--- src/rtl/ysyx_24100029_ifu_fetch.sv ---
// Instruction fetch stage: owns the fetch PC, issues one word read at a time
// on a valid/ready memory port and hands {inst, pc} to decode.
// Optional perf counters are built only when IFU_PERF_EN is defined.
//
// state | meaning
// REQ   | request fetch_pc on the memory port
// WAIT  | read accepted, waiting for the single response
// HOLD  | instruction presented to decode until it is taken
module ysyx_24100029_ifu_fetch #(
  parameter logic [31:0] RESET_PC = 32'h3000_0000,
  parameter int unsigned PC_STEP  = 4
) (
  input  logic        clock,
  input  logic        reset,
  input  logic        redirect_valid,
  input  logic [31:0] redirect_pc,
  output logic        req_valid,
  input  logic        req_ready,
  output logic [31:0] req_addr,
  input  logic        rsp_valid,
  input  logic [31:0] rsp_data,
  output logic        master_valid,
  input  logic        master_ready,
  output logic [31:0] inst,
  output logic [31:0] pc,
  output logic [31:0] perf_fetch_cnt,
  output logic [31:0] perf_stall_cnt
);

  typedef enum logic [1:0] {
    S_REQ  = 2'd0,
    S_WAIT = 2'd1,
    S_HOLD = 2'd2
  } state_t;

  localparam logic [31:0] STEP = 32'(PC_STEP);

  state_t      state;
  logic [31:0] fetch_pc;
  logic        kill;
  logic [31:0] redirect_tgt;
  logic        req_fire;
  logic        dec_fire;

  assign redirect_tgt = {redirect_pc[31:2], 2'b00};
  assign req_valid    = (state == S_REQ) && !reset;
  assign req_addr     = fetch_pc;
  assign req_fire     = req_valid && req_ready;
  assign dec_fire     = master_valid && master_ready;

  // Fetch sequencing; a redirect overrides any PC update made the same cycle.
  always_ff @(posedge clock) begin
    if (reset) begin
      state        <= S_REQ;
      fetch_pc     <= RESET_PC;
      kill         <= 1'b0;
      master_valid <= 1'b0;
      inst         <= 32'h0;
      pc           <= 32'h0;
    end else begin
      case (state)
        S_REQ: begin
          if (req_fire) begin
            state <= S_WAIT;
            // the read already in flight now targets a stale PC
            kill  <= redirect_valid;
          end
        end
        S_WAIT: begin
          if (rsp_valid) begin
            kill <= 1'b0;
            if (kill || redirect_valid) begin
              state <= S_REQ;
            end else begin
              inst         <= rsp_data;
              pc           <= fetch_pc;
              master_valid <= 1'b1;
              state        <= S_HOLD;
            end
          end else if (redirect_valid) begin
            kill <= 1'b1;
          end
        end
        S_HOLD: begin
          if (redirect_valid) begin
            master_valid <= 1'b0;
            state        <= S_REQ;
          end else if (dec_fire) begin
            fetch_pc     <= fetch_pc + STEP;
            master_valid <= 1'b0;
            state        <= S_REQ;
          end
        end
        default: begin
          state        <= S_REQ;
          master_valid <= 1'b0;
        end
      endcase
      if (redirect_valid) begin
        fetch_pc <= redirect_tgt;
      end
    end
  end

`ifdef IFU_PERF_EN
  // Count decode handshakes and cycles decode leaves an instruction waiting.
  always_ff @(posedge clock) begin
    if (reset) begin
      perf_fetch_cnt <= 32'h0;
      perf_stall_cnt <= 32'h0;
    end else begin
      if (dec_fire) begin
        perf_fetch_cnt <= perf_fetch_cnt + 32'd1;
      end
      if ((state == S_HOLD) && !master_ready) begin
        perf_stall_cnt <= perf_stall_cnt + 32'd1;
      end
    end
  end
`else
  assign perf_fetch_cnt = 32'h0;
  assign perf_stall_cnt = 32'h0;
`endif

endmodule

--- config.mk ---
export PLATFORM = sky130hd
export DESIGN_NAME = ysyx_24100029_ifu_fetch
export DESIGN_NICKNAME = d
export VERILOG_FILES = /design/src/rtl/ysyx_24100029_ifu_fetch.sv
export SDC_FILE = /design/constraint.sdc
export NUM_CORES = 1
export LEC_CHECK = 0
export ABC_CLOCK_PERIOD_IN_PS = 4900
export CORE_MARGIN = 2
export CORE_UTILIZATION = 38
export DETAILED_ROUTE_END_ITERATION = 6
export MAX_ROUTING_LAYER = met4
export PLACE_DENSITY = 0.79
export SKIP_LAST_GASP = 1
export SLEW_MARGIN = 20
export SYNTH_ARGS = -nofsm -noshare
export SYNTH_HDL_FRONTEND = slang
export SYNTH_SLANG_ARGS = --single-unit
--- constraint.sdc ---
create_clock -name clock -period 4.9 [get_ports clock]
set_clock_uncertainty 0.2 [all_clocks]
set_input_delay 0.49 -clock clock [delete_from_list [all_inputs] [get_ports clock]]
set_output_delay 0.49 -clock clock [all_outputs]
set_load 0.01 [all_outputs]
==> flow_metrics.env <==
export IMPL_status="complete, no violations"
export IMPL_overflow=0
export IMPL_fmax_ghz=0.346
export IMPL_avgSynthCellArea_um2=7.98
export IMPL_layout_min_cycle_time_ns=2.89
export IMPL_num_vias=4244
export IMPL_path_clk_slew_ns=0.07
export IMPL_drive_above_1_share=0.0404
export IMPL_hold_path_class="reg2reg"
export IMPL_numCtsBuffers=9
export IMPL_pwr_share_comb=0.132
export IMPL_syn_area_um2=4600
export IMPL_grt_setup_unrepaired="no"
export IMPL_wirelength_mm=11.8
export IMPL_fin_hold_ws_ns=0.253
export IMPL_stdcell_count=865
export IMPL_num_antenna_cells=0
export IMPL_final_common_cell="clkdlybuf4s50_1"
export IMPL_crit_slowest_cell="or4_1"
export IMPL_crit_required_ns=4.95
export IMPL_yosysSeqAreaShare=0.417
export IMPL_viasPerCell=4.91
export IMPL_grt_pass1_wl_mm=18.4
export IMPL_cpLargestDelayFamily="simple AND/OR/NAND/NOR gates"
export IMPL_first_pass_iters=4
export IMPL_setup_tns_final_ns=0
export IMPL_ir_drop_mv=0.147
export IMPL_tightest_slew_ns=0.908
export IMPL_area_delta_synth_final_pct=35.6
export IMPL_maxSlewViolCount=0
export IMPL_synth_warnings=0
export IMPL_period_share=0.590
export IMPL_final_cell_mix="160 x clkdlybuf4s50_1, 138 x nand2_1, 96 x dfxtp_1"
export IMPL_finalPower_uw=1740
export IMPL_critical_path_cell_chain="clkdlybuf4s50_1 > nand4b_4 > or4_1 > or4_1 > a311oi_1"
export IMPL_drt_iter0_markers=168
export IMPL_coreArea_um2=11900
export IMPL_synth_distinct_cells=45
export IMPL_cts_tree="yes"
export IMPL_cts_sinks=96
export IMPL_crit_path_frequent_cell="or4_1"
export IMPL_dp_hpwl_mm=8.02
export IMPL_fp_dieW_um=114
export IMPL_cts_max_level=3
export IMPL_async_flop_share=0
export IMPL_critPathKind="in2reg"
export IMPL_cts_setup_buffers=0
export IMPL_ys_ff_latch=96
export IMPL_die_area_um2=13000
export IMPL_internal_power_uw=1280
export IMPL_root_buffer="clkbuf_16"
export IMPL_wire_per_inst_um=13.7
export IMPL_synth_edf_count=0
export IMPL_place_inst=849
export IMPL_critPathBufInv=1
export IMPL_grt_max_degree=63
export IMPL_drc=0
export IMPL_worst_setup_path_end_kind="register"
export IMPL_seqPwrFrac=0.486
export IMPL_rows=40
export IMPL_fillers=1150
export IMPL_switching_power_uw=465
export IMPL_setup_violations=0
export IMPL_clk_path_buf_depth=2
export IMPL_postCtsHoldBufs=0
export IMPL_io_buffers=161
export IMPL_clkLatencyLatePin_ns=0.35
export IMPL_power_density_nw_per_um2=279
export IMPL_initial_core_util=0.387
export IMPL_finish_utilization=0.524
export IMPL_ant_nets=0
export IMPL_p_leak_uw=0.00218
export IMPL_io_pins=232
export IMPL_grt_pass1_vias=3675
export IMPL_critical_path_arrival_ns=2.94
export IMPL_grt_usage=0.184
export IMPL_power_switching_share=0.267
export IMPL_syn_inst=577
export IMPL_place_gp_congestion=0.776
export IMPL_die_h_um=114
export IMPL_nets=784
export IMPL_relSlewSlack=0.394
export IMPL_cpPeakStageDelay_ns=0.82
export IMPL_maxCapViolCount=0
export IMPL_worstPathMaxFanout=18
export IMPL_start_kind="primary input"
export IMPL_cts_resized=0
export IMPL_clock_power_share=0.383
export IMPL_antenna_found_initial=0
export IMPL_hold_viol_final=0
export IMPL_ys_flop_type="dfxtp_1"
[logic make-up after synthesis]
| kind of cell | synth area share |
|---|---|
| muxes | 0.00217 |
| DFF | 0.417 |
| buffers and inverters | 0.163 |
| adders and majority gates | 0.00272 |
| and+or+nand+nor | 0.239 |
| xor gates and xnor gates | 0.0171 |
| AOI/OAI and AO/OA | 0.158 |
| other | 0.000814 |
[worst paths after layout]
check / startpoint / to / slack, ns / cells after the start
worst max-delay path: master_ready / req_addr[25]$_SDFFE_PP0P_ / 2.01 / 5
worst min-delay path: inst[21]$_SDFFE_PP0P_ / inst[21]$_SDFFE_PP0P_ / 0.25 / 2
worst max register to register: req_addr[2]$_SDFFE_PP0P_ / req_addr[26]$_SDFFE_PP0P_ / 2.09 / 5
worst min register to register: inst[21]$_SDFFE_PP0P_ / inst[21]$_SDFFE_PP0P_ / 0.25 / 2
[flip-flops by register name (all words and copies together) (netlist names)]
name / flops
inst: 32
pc: 30
req_addr: 30
state: 2
kill: 1
master_valid: 1
[synthesized netlist by cell type, types with 5 or more instances]
| cell type | count | area [um2] |
|---|---|---|
| a311oi_1 | 17 | 149 |
| dfxtp_1 | 96 | 1920 |
| buf_4 | 69 | 518 |
| a21oi_1 | 68 | 340 |
| nand3_1 | 10 | 50.1 |
| a211oi_1 | 9 | 67.6 |
| or3_1 | 6 | 37.5 |
| nand4_1 | 10 | 62.6 |
| xnor2_1 | 6 | 52.6 |
| nor4_1 | 5 | 31.3 |
| or4_1 | 15 | 113 |
| nor2_1 | 34 | 128 |
| nor3_1 | 8 | 40.0 |
| nand2_1 | 138 | 518 |
| o31ai_1 | 12 | 90.1 |
| inv_1 | 6 | 22.5 |
| clkbuf_1 | 25 | 93.8 |
[routing by layer]
layer	GRT usage	share of wire	wire length, um	up-vias
met5	-	0	0	-
met2	0.282	0.46	5400	155
met1	0.231	0.45	5310	1943
li1	-	-	-	2131
met4	0.0748	0.018	216	0
met3	0.0519	0.075	891	15
[stage by stage]
step	instance area, um2	setup WS, ns
global placement	5960	1.70
finish	6240	2.01
global route	6240	1.86
floorplan	4860	2.52
detailed placement	5960	1.64
CTS	6240	1.99
[power groups by stage]
| stage | registers [uW] | clock network (uW) | logic (uW) |
|---|---|---|---|
| floorplan | 866 | 0 | 138 |
| detailed placement | 864 | 0 | 229 |
| finish | 846 | 666 | 229 |
| global placement | 863 | 0 | 227 |
| global route | 851 | 718 | 251 |
| CTS | 846 | 688 | 230 |
[final cells by class]
type	instances	area, um2	area share
inverter	7	26.3	0.00421
sequential	96	1920	0.308
tap	147	184	0.0295
clock inverter	7	56.3	0.00902
clock buffer	9	225	0.0361
timing repair buffer	165	1640	0.262
multi-input combinational	434	2190	0.351
[worst reg2reg max path, stage by stage (launching register included)]
cell      delay, ns
dfxtp_1        0.48
ha_1           0.28
inv_1          0.09
or4_1          0.85
or4_1          0.57
a311oi_1       0.26
No activity file was read; power rests on OpenSTA's default activity.
